===== config.mk =====
export PLATFORM = sky130hd
export DESIGN_NAME = port_read_scheduler
export DESIGN_NICKNAME = d
export VERILOG_FILES = /design/src/rtl/port_read_scheduler.sv
export SDC_FILE = /design/constraint.sdc
export NUM_CORES = 1
export LEC_CHECK = 0
export ABC_AREA = 1
export CAP_MARGIN = 20
export CORE_ASPECT_RATIO = 0.7
export CORE_MARGIN = 2
export CORE_UTILIZATION = 40
export CTS_CLUSTER_DIAMETER = 30
export DETAILED_ROUTE_END_ITERATION = 7
export PLACE_DENSITY = 0.74
export SETUP_SLACK_MARGIN = 0.05
export SYNTH_ARGS = -nofsm -noshare
export SYNTH_HDL_FRONTEND = slang
export SYNTH_SLANG_ARGS = --single-unit

===== constraint.sdc =====
create_clock -name clk1 -period 1.8 [get_ports clk1]
set_input_delay 0.36 -clock clk1 [delete_from_list [all_inputs] [get_ports clk1]]
set_output_delay 0.36 -clock clk1 [all_outputs]
set_load 0.05 [all_outputs]

===== src/rtl/port_read_scheduler.sv =====
// ============================================================================
// port_read_scheduler
//
// Packet-granular round-robin scheduler that drains three first-word-fall-
// through port FIFOs onto one shared 8-bit output link. A grant is taken only
// in IDLE and held for a whole packet (SRC, DST, SIZE, 1..8 data bytes, CRC).
// Downstream backpressure simply holds the current byte. A granted FIFO that
// stays empty for STALL_MAX consecutive cycles causes the packet to be
// abandoned with a one-cycle pkt_abort pulse.
//
// Ports
//   clk1                 system clock, all logic on the rising edge
//   rst                  synchronous reset, active high
//   rempty_port_1..3     FIFO n empty
//   rdata_port_1..3      FIFO n head byte (valid when not empty)
//   rinc_port_1..3       pop FIFO n head at this clock edge
//   out_ready            downstream accepts the byte this cycle
//   out_valid            out_data valid
//   out_data             output byte, 8'h00 when out_valid is low
//   out_sop / out_eop    current byte is SRC / CRC
//   grant_port           0 = none, 1..3 = granted port
//   pkt_abort            one-cycle pulse when a packet is abandoned
// ============================================================================
module port_read_scheduler #(
    parameter logic [7:0] STALL_MAX = 8'd255
) (
    input  logic       clk1,
    input  logic       rst,
    input  logic       rempty_port_1,
    input  logic       rempty_port_2,
    input  logic       rempty_port_3,
    input  logic [7:0] rdata_port_1,
    input  logic [7:0] rdata_port_2,
    input  logic [7:0] rdata_port_3,
    output logic       rinc_port_1,
    output logic       rinc_port_2,
    output logic       rinc_port_3,
    input  logic       out_ready,
    output logic       out_valid,
    output logic [7:0] out_data,
    output logic       out_sop,
    output logic       out_eop,
    output logic [1:0] grant_port,
    output logic       pkt_abort
);

    typedef enum logic [2:0] {
        ST_IDLE = 3'd0,
        ST_SRC  = 3'd1,
        ST_DST  = 3'd2,
        ST_SIZE = 3'd3,
        ST_DATA = 3'd4,
        ST_CRC  = 3'd5
    } state_t;

    state_t     r_state, w_state_next;
    logic [1:0] r_grant, w_grant_next;
    logic [1:0] r_last_grant, w_last_grant_next;
    logic [2:0] r_data_cnt, w_data_cnt_next;
    logic [7:0] r_stall_cnt, w_stall_cnt_next;
    logic       r_pkt_abort, w_abort;

    logic [2:0] w_empty_vec;
    logic [7:0] w_rdata_arr [0:2];
    logic [2:0] w_rinc_vec;
    logic       w_g_empty;
    logic [7:0] w_g_data;
    logic       w_valid;
    logic       w_transfer;
    logic [1:0] w_order [0:2];
    logic [1:0] w_pick;

    assign w_empty_vec    = {rempty_port_3, rempty_port_2, rempty_port_1};
    assign w_rdata_arr[0] = rdata_port_1;
    assign w_rdata_arr[1] = rdata_port_2;
    assign w_rdata_arr[2] = rdata_port_3;

    // Head of the granted FIFO; with no grant it looks like an empty FIFO.
    always_comb begin
        w_g_empty = 1'b1;
        w_g_data  = 8'h00;
        for (int i = 0; i < 3; i++) begin
            if (r_grant == 2'(i + 1)) begin
                w_g_empty = w_empty_vec[i];
                w_g_data  = w_rdata_arr[i];
            end
        end
    end

    assign w_valid = (r_state != ST_IDLE) && !w_g_empty;
    // A byte is never popped in the reset cycle so the FIFO keeps it.
    assign w_transfer = w_valid && out_ready && !rst;

    genvar gi;
    generate
        for (gi = 0; gi < 3; gi++) begin : g_rinc
            assign w_rinc_vec[gi] = w_transfer && (r_grant == 2'(gi + 1));
        end
    endgenerate

    assign rinc_port_1 = w_rinc_vec[0];
    assign rinc_port_2 = w_rinc_vec[1];
    assign rinc_port_3 = w_rinc_vec[2];

    assign out_valid  = w_valid;
    assign out_data   = w_valid ? w_g_data : 8'h00;
    assign out_sop    = w_valid && (r_state == ST_SRC);
    assign out_eop    = w_valid && (r_state == ST_CRC);
    assign grant_port = r_grant;
    assign pkt_abort  = r_pkt_abort;

    // Round-robin search order, starting just after the last granted port.
    always_comb begin
        case (r_last_grant)
            2'd1: begin
                w_order[0] = 2'd2; w_order[1] = 2'd3; w_order[2] = 2'd1;
            end
            2'd2: begin
                w_order[0] = 2'd3; w_order[1] = 2'd1; w_order[2] = 2'd2;
            end
            default: begin
                w_order[0] = 2'd1; w_order[1] = 2'd2; w_order[2] = 2'd3;
            end
        endcase
    end

    // Scan from the lowest priority upward so the first candidate wins last.
    always_comb begin
        w_pick = 2'd0;
        for (int k = 2; k >= 0; k--) begin
            if (!w_empty_vec[2'(w_order[k] - 2'd1)]) begin
                w_pick = w_order[k];
            end
        end
    end

    always_comb begin
        w_state_next      = r_state;
        w_grant_next      = r_grant;
        w_last_grant_next = r_last_grant;
        w_data_cnt_next   = r_data_cnt;
        w_stall_cnt_next  = r_stall_cnt;
        w_abort           = 1'b0;

        if (r_state == ST_IDLE) begin
            w_stall_cnt_next = 8'd0;
            if (w_pick != 2'd0) begin
                w_grant_next      = w_pick;
                w_last_grant_next = w_pick;
                w_state_next      = ST_SRC;
            end
        end else if (w_transfer) begin
            w_stall_cnt_next = 8'd0;
            case (r_state)
                ST_SRC:  w_state_next = ST_DST;
                ST_DST:  w_state_next = ST_SIZE;
                ST_SIZE: begin
                    w_data_cnt_next = w_g_data[2:0];
                    w_state_next    = ST_DATA;
                end
                ST_DATA: begin
                    if (r_data_cnt == 3'd0) begin
                        w_state_next = ST_CRC;
                    end else begin
                        w_data_cnt_next = r_data_cnt - 3'd1;
                    end
                end
                ST_CRC: begin
                    w_state_next = ST_IDLE;
                    w_grant_next = 2'd0;
                end
                default: w_state_next = ST_IDLE;
            endcase
        end else if (w_g_empty) begin
            // Underrun. Backpressure with data present leaves the count alone.
            if (r_stall_cnt == STALL_MAX - 8'd1) begin
                w_abort          = 1'b1;
                w_state_next     = ST_IDLE;
                w_grant_next     = 2'd0;
                w_stall_cnt_next = 8'd0;
            end else begin
                w_stall_cnt_next = r_stall_cnt + 8'd1;
            end
        end
    end

    always_ff @(posedge clk1) begin
        if (rst) begin
            r_state      <= ST_IDLE;
            r_grant      <= 2'd0;
            r_last_grant <= 2'd3;
            r_data_cnt   <= 3'd0;
            r_stall_cnt  <= 8'd0;
            r_pkt_abort  <= 1'b0;
        end else begin
            r_state      <= w_state_next;
            r_grant      <= w_grant_next;
            r_last_grant <= w_last_grant_next;
            r_data_cnt   <= w_data_cnt_next;
            r_stall_cnt  <= w_stall_cnt_next;
            r_pkt_abort  <= w_abort;
        end
    end

endmodule


==> results of run 1 <==
what timing repair did:
action,4_1_cts,5_1_grt
cloned,0,1
endpoints found under the setup margin,30,31
pin swaps,6,22
resized for setup,15,68
buffers inserted,4,6
cell type report:
class	instances	area share
well taps	50	0.0219
clock inverters	1	0.00176
repair buffers	74	0.290
flip-flops and latches	19	0.138
clock buffers	3	0.0145
multi-input cells	186	0.489
inverters	30	0.0443
critical path, stage by stage, from the launching register on:
cell     delay (ps)
dfxtp_4         400
inv_4            50
nand2_2          60
nand2_2          60
nor2_4          170
nand4_4         190
buf_4           190
nor2_4          100
buf_12          150
through the flow:
| step | TNS (ps) | hold slack [ps] | worst slack (ps) |
|---|---|---|---|
| after CTS | -1750 | 514 | -165 |
| after global placement | -9000 | 501 | -367 |
| final | -2030 | 519 | -201 |
| after global routing | -3110 | 535 | -234 |
| after floorplan | -242 | 429 | -125 |
| after detailed placement | -10200 | 504 | -438 |
path summary, 6_finish.rpt:
check	start	end	slack, ps
worst max-delay path	grant_port[1]$_SDFFE_PP0P_	rinc_port_3	-200
worst min-delay path	r_stall_cnt[0]$_SDFFE_PP0P_	r_stall_cnt[0]$_SDFFE_PP0P_	520
worst max register to register	grant_port[1]$_SDFFE_PP0P_	r_state[0]$_SDFFE_PP0P_	-60
worst min register to register	r_stall_cnt[0]$_SDFFE_PP0P_	r_stall_cnt[0]$_SDFFE_PP0P_	520
kinds of logic (layout without fill, tap and decap cells):
group	after synthesis	count (layout)	share of synthesized area
XOR/XNOR	2	2	0.0120
adder cells (fa/ha/maj)	8	8	0.0686
buffers and inverters	31	108	0.0823
AND/OR/NAND/NOR	142	143	0.443
flip-flops	19	19	0.261
AO/OA/AOI/OAI	33	33	0.134
registers in the layout, summed over array words and instances, names as in the netlist:
register / cells
r_data_cnt: 3
grant_port: 2
pkt_abort: 1
r_stall_cnt: 8
r_state: 3
r_last_grant: 2
routing by layer:
| metal | global-route usage | vias to the layer above | share of wire |
|---|---|---|---|
| li1 | - | 934 | - |
| met1 | 0.267 | 893 | 0.41 |
| met2 | 0.400 | 75 | 0.51 |
| met3 | 0.0429 | 16 | 0.051 |
| met4 | 0.0333 | 0 | 0.025 |
| met5 | 0 | - | 0 |
cell usage in the layout (no fill, tap or decap), drive strengths merged, types with 2 or more instances in the layout:
cell,netlist,final
a21oi,15,15
a31oi,9,9
buf,1,45
clkbuf,0,3
clkdlybuf4s50,0,26
dfxtp,19,19
dlygate4sd2,0,3
ha,8,8
inv,30,29
nand2,77,78
nand3,21,21
nand4,2,2
nor2,28,28
nor3,7,7
nor3b,2,2
o211ai,2,2
o21ai,6,6
or2,3,3
cell usage after synthesis (2+ instances only):
master	n
nor3b_1	2
nand3_1	20
inv_1	26
nor2_1	26
a21oi_1	15
dfxtp_1	19
nand2_2	4
o211ai_1	2
or2_2	3
nor3_1	7
inv_2	4
nor2_4	2
nand2_1	72
a31oi_1	9
ha_1	8
o21ai_0	5
power breakdown:
group / internal [uW] / total (uW) / switching (uW) / leakage (uW)
logic: 900 / 2240 / 1340 / 0.000924
registers: 491 / 575 / 84.2 / 0.000156
clock network: 155 / 313 / 158 / 0.0000255
total: 1550 / 3130 / 1580 / 0.00111
==> out/results.tsv, run 1 <==
metric	value	unit
DIE AREA	0.00415	mm^2
Max Buffers Root-to-Sink	2	
first-pass GRT wire length	7100	um
Yosys top cell by area	dfxtp_1	
path type of the worst min-delay path	reg -> reg	
Yosys reg bits	19	
Setup WS post-layout	-201	ps
final instance area	0.00285	mm^2
violated checks	negative setup slack	
Core Util, Final	0.811	
Via Count	1918	
RSZ-0062 raised after global routing	yes	
Slew HR	0.768	
initial antenna violation count	0	
Power per Cell Area	1100	mW/mm^2
top-level I/O count	47	
vias in the first global route	1615	
status	finished with violations	
H-tree depth	1	
worst path required time	1440	ps
post-DR wirelength/cell	15.9	um
worst-margin pin slew	348	ps
dominant synthesized flop cell	dfxtp_1	
Final Hold Fails	0	
Clock Skew	8.43	ps
antenna cell count	0	
DRC	0	
syn avg cell area	6.21	um^2
HPWL Detailed	3520	um
critical path fanouts, max	6	
GRT Util Overall	0.213	
Distinct cells, synth	27	
Post-synth EDFFs	0	
fin crit share	1.11	
sequential-to-total area share from yosys stat	0.261	
synth top area cells	dfxtp_1 26%, nand2_1 19%, ha_1 6.9%, nand3_1 6.9%, inv_1 6.7%	
Yosys warnings	0	
critical path type	reg -> out	
Hold Path Stages	2	
CTS tree	yes	
top-area cell type share of the netlist area	0.261	
layout cell share with drive strength beyond 1	0.444	
Final Net Count	352	
routed vias/inst	5.28	
Core Footprint	0.00351	mm^2
reg2reg path depth	14	
fin. max-slew vios	0	
Clock Latency Late Sink	270	ps
FMAX	0.500	GHz
Setup Viol. Count Final	18	
dpl cell area	0.00242	mm^2
Startpoint Class	flop	
DP Cell Count	348	
P_leak	0.00111	uW
CTS Buf Count	3	
register area	394	um^2
Fill cells	215	
Peak VDD IR	0.00101	V
Critical Path End Type	primary output	
1st-iter DRT viols	141	
Reg clk slew, reported paths	70	ps
synthesized net count	273	
min cycle time layout	2000	ps
Hold Buf Count CTS	0	
Multi-input gate area	0.00139	mm^2
Die Ht	54.5	um
area grow syn2layout	95.4	%
CTS root buf	clkbuf_8	
clock sinks	19	
Cells after Synth	235	
largest net degree at the start of global routing	13	
Syn Std Cell Area	0.00146	mm^2
Antenna Nets Post-Route	0	
Non-Filler Instances	363	
TritonRoute pass-1 iters	6	
Initial Util	0.415	
Site Rows	18	
Pwr Total	3130	uW
Arr. time, crit path	1640	ps
IO Port Bufs	46	
DIE WIDTH	76.2	um
Congestion Overflow GR	0	
WL final	5760	um
Post-synth ARST share	0	
RD Place Congestion	0.881	
max cap viols	0	
(Power assumes the default switching activity.)
==> run 2, diff against run 1 <==
Settings changed: SETUP_SLACK_MARGIN 0.05 to not set.
==> out/results.tsv, run 2 (synthesized netlist as in run 1, its figures left out) <==
metric	value	unit	change
top-level I/O count	47		unchanged
Site Rows	18		unchanged
Arr. time, crit path	2140	ps	+500 ps
crit path max-delay cell type	dfxtp_4		
RD Place Congestion	0.822		-6.6%
critical path type	reg -> reg		
worst reg2reg path startpoint	grant_port[0]$_SDFFE_PP0P_		
Seq pwr share	0.172		-0.012
1st-iter DRT viols	161		+14%
Critical Path End Type	flop		
most frequent cells in the layout	49 x nand2_1, 28 x buf_4, 26 x clkdlybuf4s50_1		
Levels on crit path	10		+2
FMAX	0.500	GHz	+0.15%
Die Ht	54.5	um	unchanged
CTS Buf Count	3		unchanged
fin crit share	1.11		-0.00168
Fin Setup TNS	-2950	ps	-911 ps
largest registers	r_stall_cnt: 8 flops, r_data_cnt: 3 flops, r_state: 3 flops		
worst-margin pin slew	389	ps	+41.7 ps
Final Net Count	361		+2.6%
RSZ-0062 raised after global routing	yes		
highest routed layer	met4		
Congestion Overflow GR	0		unchanged
TritonRoute pass-1 iters	5		-1
internal power	1650	uW	+7.0%
Hold Crit Start	r_data_cnt[1]$_SDFFE_PP0P_		
Combinational Power Share	0.735		+0.019
H-tree depth	1		unchanged
Core Footprint	0.00351	mm^2	unchanged
P_leak	0.00121	uW	+9.9%
Max Buffers Root-to-Sink	2		unchanged
crit path launch	grant_port[0]$_SDFFE_PP0P_		
HPWL Detailed	3440	um	-2.3%
fin. max-slew vios	0		unchanged
Bufs and invs on worst path	2		-1
CTS root buf	clkbuf_8		
Initial Util	0.415		unchanged
FF-to-FF End	r_stall_cnt[7]$_SDFFE_PP0P_		
first-pass GRT wire length	8160	um	+15%
M1 wire length	2680	um	+14%
Pwr Total	3360	uW	+7.4%
worst hold slack	524	ps	+4.99 ps
max cap viols	0		unchanged
Clock Skew	4.79	ps	-3.64 ps
Via Count	2157		+12%
Setup crit end	r_stall_cnt[7]$_SDFFE_PP0P_		
path type of the worst min-delay path	reg -> reg		
Non-Filler Instances	372		+2.5%
reg2reg setup slack	-200	ps	-140 ps
antenna cell count	0		unchanged
met3 wire len	516	um	+74%
critical path fanouts, max	6		unchanged
DIE WIDTH	76.2	um	unchanged
CP top delay family	simple AND/OR/NAND/NOR gates		
layout cell share with drive strength beyond 1	0.472		+0.0280
Psw	1710	uW	+7.8%
crit-path max cell delay	420	ps	+20 ps
largest net degree at the start of global routing	13		unchanged
Sw Ratio	0.508		+0.00178
Reg clk slew, reported paths	80	ps	about the same
most common cell after layout, fill and taps aside	nand2_1		
Final Hold Fails	0		unchanged
DP Cell Count	349		+0.29%
Clock Latency Late Sink	260	ps	about the same
clock sinks	19		unchanged
worst path required time	1940	ps	+500 ps
Place WS	-365	ps	+72.8 ps
initial antenna violation count	0		unchanged
reg2reg path depth	10		-4
status	finished with violations		
WL final	7020	um	+22%
clock network fraction of design power	0.093		-0.007
max reg flops	8		unchanged
Peak VDD IR	0.000998	V	-1.6%
routed vias/inst	5.80		+9.7%
post-DR wirelength/cell	18.9	um	+19%
violated checks	negative setup slack		
Setup Viol. Count Final	29		+11
Antenna Nets Post-Route	0		unchanged
vias in the first global route	1717		+6.3%
Setup WS post-layout	-198	ps	+3.03 ps
DIE AREA	0.00415	mm^2	unchanged
CTS tree	yes		
Biggest register	r_stall_cnt		
DRC	0		unchanged
IO Port Bufs	46		unchanged
Startpoint Class	flop		
DR WL met2	3390	um	+14%
area grow syn2layout	107	%	
Power per Cell Area	1110	mW/mm^2	+1.5%
most used cell, CP	nor3_1		
Slew HR	0.740		-0.0278
worst-path cell chain	nand3_2 > nand2_2 > nor2_4 > buf_12 > buf_8 > or2_2 > nor2_2 > nand2_1 > nor3_1 > nor3_1		
min cycle time layout	2000	ps	-3.03 ps
GRT Util Overall	0.251		+0.0371
run 2: routing by layer:
metal,track usage,vias to the layer above
li1,-,948
met1,0.301,1002
met2,0.466,155
met3,0.0528,52
met4,0.0818,0
met5,0,-
run 2: how the worst min path moves through the flow:
stage | end | cells after the start | slack (ps)
5_1_grt | r_data_cnt[1]$_SDFFE_PP0P_ | 2 | 530
3_3_place_gp | r_stall_cnt[0]$_SDFFE_PP0P_ | 2 | 490
3_5_place_dp | r_stall_cnt[0]$_SDFFE_PP0P_ | 2 | 490
2_1_floorplan | r_state[2]$_SDFFE_PP0P_ | 1 | 430
4_1_cts | r_stall_cnt[0]$_SDFFE_PP0P_ | 2 | 510
6_report | r_data_cnt[1]$_SDFFE_PP0P_ | 2 | 520
run 2: stage by stage:
step / area [um^2] / util
2_1_floorplan: 1630 / -
3_3_place_gp: 2420 / 0.688
3_5_place_dp: 2420 / 0.688
4_1_cts: 2690 / 0.767
5_1_grt: 3020 / 0.858
6_report: 3020 / 0.858
run 2: power by group through the flow:
stage / registers (uW) / logic (uW) / clock network, uW
floorplan: 617 / 922 / 0
global placement: 565 / 1460 / 0
detailed placement: 569 / 1490 / 0
CTS: 551 / 1790 / 306
global route: 578 / 2600 / 319
finish: 577 / 2470 / 313
run 2: tightest hold or removal path: stages (launching register included):
cell and delay [ps]:
dfxtp_1 320, o21ai_1 120, a21oi_1 40
run 2: cell type report:
class / count / area [um^2]
Inverter: 30 / 130
Sequential cell: 19 / 390
Fill cell: 180 / 498
Clock buffer: 4 / 45.0
Tap cell: 50 / 62.6
Multi-Input combinational cell: 186 / 1450
Timing Repair Buffer: 83 / 942
run 2: timing repair:
action	4_1_cts	5_1_grt
setup buffers	13	6
hold endpoints to repair	0	0
gates resized for setup	39	69
endpoints found under the setup margin	25	32
cloned	0	1
pin swaps	13	23
hold buffers	0	0
==> RTL change 1 (flow settings as in run 2) <==
The 6 states of `state_t` get a one-hot encoding in 6 bits.
--- a/src/rtl/port_read_scheduler.sv
+++ b/src/rtl/port_read_scheduler.sv
@@ -44,13 +44,13 @@
     output logic       pkt_abort
 );
 
-    typedef enum logic [2:0] {
-        ST_IDLE = 3'd0,
-        ST_SRC  = 3'd1,
-        ST_DST  = 3'd2,
-        ST_SIZE = 3'd3,
-        ST_DATA = 3'd4,
-        ST_CRC  = 3'd5
+    typedef enum logic [5:0] {
+        ST_IDLE = 6'b000001,
+        ST_SRC  = 6'b000010,
+        ST_DST  = 6'b000100,
+        ST_SIZE = 6'b001000,
+        ST_DATA = 6'b010000,
+        ST_CRC  = 6'b100000
     } state_t;
 
     state_t     r_state, w_state_next;
Formal check against the unedited RTL: same outputs for any inputs over 10 cycles, from zero or initial values and one cycle with rst high; not proved beyond that.
==> RTL change 1 against run 2 <==
  * The run still ends with setup timing left
  * Cell area up 0.21%
  * Count of clock-buffer cells in the layout unchanged
  * Critical path depth down 2
  * Setup slack worse by 0.014 ns
  * Sequential cell count up 3
  * Non-clock buffer count down 1
  * Area after synthesis up 11%
  * Register-to-register slack better by 0.16 ns
  * Sequential power up 19%
  * Wire length down 21%
  * Power down 1.7%
  * First-iteration DRC count down 30%
  * Critical path type is now flip-flop to primary output
  * Critical endpoint is now out_data[2]
  * Largest cell class unchanged
  * Largest power group unchanged
==> RTL change 1: results <==
group,metric,value,unit
yosys,synth_xor_area_share,2.17,%
detailed_routing,drtIter0Drc,113,
power_and_ir_drop,vdd_drop_max,811,uV
power_and_ir_drop,switching_power,1.60,mW
global_routing,grt_max_degree,15,
placement,gp_congestion,0.856,
yosys,synthAdderAreaFrac,6.19,%
placement,hpwlAfterDp,3940,um
finish,top_regs,"r_stall_cnt x8, r_state x6, r_data_cnt x3",
global_routing,groute.layer.met1.usage,32.4,%
global_routing,grt_pass1_wl,8540,um
sta,fin_skew,0.00216,ns
power_and_ir_drop,p_leak,1.22,nW
critical_path,rr_startpoint,"r_last_grant[1]",
critical_path,reg2reg_slack,-0.04,ns
placement,dp_cells,380,
yosys,syn_inst,253,
yosys,synth-compound-area-share,12.1,%
detailed_routing,drt-pass1-iter-count,4,
detailed_routing,dr_wl_met3,355,um
global_routing,grt_pass1_vias,1799,
clocking,cts_buffers,3,
global_routing,track_usage,23.6,%
yosys,netlist_top_cells_count,"nand2_1 (76), nor2_1 (39), inv_1 (24)",
detailed_routing,avgViaCountPerCell,5.12,
sta,worst_pin_slew,0.236,ns
detailed_routing,drt-met1-wl,2380,um
power_and_ir_drop,comb_power,2.30,mW
critical_path,crit_fanout,5,
finish,layoutNonFillerInstCount,392,
global_routing,grt_use_met3,3.64,%
power_and_ir_drop,power_switching_share,48.5,%
yosys,synth-seq-area-share,27.2,%
hold_path,hold_end,"r_stall_cnt[0]",
detailed_routing,routed_wl,5550,um
sta,finalSetupViolCount,14,
placement,io_buffer_count,46,
global_routing,grt.met2_usage,39.9,%
hold_path,hold_start,"r_stall_cnt[0]",
yosys,synth_cell_types,32,
finish,multi_input_area,1430,um2
critical_path,reg2reg_to,"r_state[5]",
outcome,violations,"setup timing",
sta,setup_slack,-0.213,ns
yosys,syn_nets,291,
finish,layout-drive-gt1-share,41.2,%
critical_path,r2r_cells,14,
yosys,async_flop_share,0,%
critical_path,arrival,1.65,ns
critical_path,cp-endpoint,"out_data[2]",
clocking,cts_buffer_depth,2,
yosys,synthTopCellsByArea,"dfxtp_1 (27%), nand2_1 (18%), nor2_1 (9.0%)",
outcome,status,"finished with violations",
placement,post-place-ws,-0.496,ns
detailed_routing,wl_met2,2740,um
finish,nFillCells,275,
critical_path,critPathLaunch,"grant_port[0]",
sta,tns,-2.22,ns
## RTL change 1: final cells by class
cell class              instances  area share [%]
flip-flops and latches         22            15.1
well taps                      52            2.15
repair inverters                1           0.290
inverters                      31            4.43
clock buffers                   4            1.49
repair buffers                 82            29.2
multi-input cells             200            47.3
## RTL change 1: per-stage QoR
stage	util (%)	area (um2)	hold WS, ns
2_1_floorplan	-	1800	0.439
3_3_place_gp	68.7	2680	0.466
3_5_place_dp	68.7	2680	0.483
4_1_cts	72.5	2830	0.495
5_1_grt	77.5	3020	0.518
6_report	77.5	3020	0.495
## RTL change 1: worst max-delay path: stages, from the launching register on
cell      delay [ns]
dfxtp_4         0.39
inv_4           0.05
o21ai_4         0.13
nand3_4         0.12
nor2_8          0.14
buf_12          0.13
clkinv_8        0.07
a31oi_4         0.19
buf_12          0.16
## RTL change 1: timing repair
item,CTS,global route
pin swaps,6,13
hold buffers,0,0
setup endpoints to repair,28,31
cloned,1,1
setup buffers,4,2
gates resized for setup,16,53
==> RTL change 2 (flow settings as in run 2) <==
Made on the original files. The parameter `STALL_MAX` goes from 8'd255 to 8'd127.
--- a/src/rtl/port_read_scheduler.sv
+++ b/src/rtl/port_read_scheduler.sv
@@ -22,7 +22,7 @@
 //   pkt_abort            one-cycle pulse when a packet is abandoned
 // ============================================================================
 module port_read_scheduler #(
-    parameter logic [7:0] STALL_MAX = 8'd255
+    parameter logic [7:0] STALL_MAX = 8'd127
 ) (
     input  logic       clk1,
     input  logic       rst,
Check against the original RTL: no difference found for any inputs over 10 cycles, from zero or initial values and one cycle with rst high; that may be too few to reach the edited logic, so the function may still have changed.
==> RTL change 2 against run 2 <==
  * The run still ends with setup timing left
  * Sequential power about the same
  * Critical path depth down 3
  * Synthesized cell count down 8.1%
  * Sequential cell count unchanged
  * Wire length down 33%
  * Cell area down 8.3%
  * Setup slack worse by 0.069 ns
  * Power down 17%
  * Area after synthesis down 3.3%
==> RTL change 2: results <==
group,metric,value,unit
outcome,status,"finished with violations",
outcome,violations,"setup timing",
critical_path,r2r_cells,13,
power_and_ir_drop,switching_power,1.36,mW
hold_path,hold_start,"r_stall_cnt[0]",
power_and_ir_drop,clk-power,303,uW
placement,hpwlAfterDp,3530,um
yosys,synth_cell_types,31,
critical_path,reg2reg_to,"grant_port[1]",
finish,layout-drive-gt1-share,42.5,%
power_and_ir_drop,p_leak,1.12,nW
critical_path,cp-endpoint,"out_data[5]",
yosys,syn_nets,254,
finish,fin_nets,338,
clocking,clkTransAtPathRegs,0.07,ns
critical_path,rr_startpoint,"r_last_grant[0]",
power_and_ir_drop,seq-power,578,uW
sta,tns,-2.54,ns
sta,worst_pin_slew,0.256,ns
detailed_routing,drtIter0Drc,43,
global_routing,grt_pass1_wl,7360,um
critical_path,reg2reg_slack,0.03,ns
critical_path,path_delay_family,"buffers and inverters",
sta,finalSetupViolCount,13,
yosys,synth-seq-area-share,27.0,%
critical_path,arrival,1.71,ns
clocking,post_cts_buffers,2,
sta,setup_slack,-0.268,ns
clocking,cts-resized-gates,19,
clocking,root_buffer,"clkbuf_8",
global_routing,grt_max_degree,11,
global_routing,track_usage,23.9,%
placement,gp_congestion,0.898,
detailed_routing,routed_wl,4720,um
detailed_routing,avgViaCountPerCell,5.02,
yosys,netlist_top_cells_count,"nand2_1 (66), inv_1 (27), nor2_1 (21)",
critical_path,crit_fanout,8,
yosys,synthTopCellsByArea,"dfxtp_1 (27%), nand2_1 (18%), inv_1 (7.2%)",
power_and_ir_drop,vdd_drop_max,770,uV
critical_path,critPathLaunch,"grant_port[1]",
global_routing,grt_pass1_vias,1629,
sta,fin_skew,0.00227,ns
critical_path,slowest_delay,0.40,ns
placement,post-place-ws,-0.439,ns
==> RTL change 2: cell count changes in the layout (fill, tap and decap cells not counted), sizes merged, moves of 2 or more <==
cell    change
nand4       +4
nand3       -9
or2         -2
clkinv      +2
nand2       -8
nor2        -5
buf         -4
nor3        -2
inv         -4
==> RTL change 2: cells by family after synthesis <==
kind of cell / after synthesis / synth area share [%]
compound gates: 35 / 15.7
flops: 19 / 27.0
simple gates: 123 / 41.1
fa+ha+maj: 8 / 7.09
xor+xnor: 2 / 1.24
buf+inv: 29 / 7.89
==> RTL change 2: through the flow <==
| step | hold WS (ns) | instances | total power, mW | cell area, um2 |
|---|---|---|---|---|
| floorplan | 0.419 | 216 | 1.49 | 1590 |
| global placement | 0.480 | 342 | 2.06 | 2480 |
| detailed placement | 0.488 | 342 | 2.10 | 2480 |
| CTS | 0.499 | 348 | 2.52 | 2590 |
| global route | 0.530 | 349 | 2.98 | 2760 |
| finish | 0.502 | 349 | 2.80 | 2760 |
==> RTL change 2: worst min-delay path by stage <==
stage | endpoint
global placement | r_stall_cnt[0]
finish | r_stall_cnt[0]
CTS | r_stall_cnt[0]
detailed placement | r_stall_cnt[0]
floorplan | grant_port[0]
global route | r_stall_cnt[0]
==> RTL change 2: routing by layer <==
| layer | vias to the layer above | wire length [um] | global-route usage (%) | share of wire [%] |
|---|---|---|---|---|
| met3 | 14 | 242 | 4.87 | 5.1 |
| met4 | 0 | 110 | 3.57 | 2.3 |
| met5 | - | 0 | 0 | 0 |
| met2 | 46 | 2400 | 42.4 | 51 |
| met1 | 809 | 1970 | 30.6 | 42 |
| li1 | 882 | - | - | - |
==> RTL change 2: layout make-up <==
class	count	area (um2)
multi-input combinational	168	1280
timing repair buffer	79	853
fill	217	682
sequential	19	394
inverter	29	133
tap	50	62.6
clock buffer	4	45.0
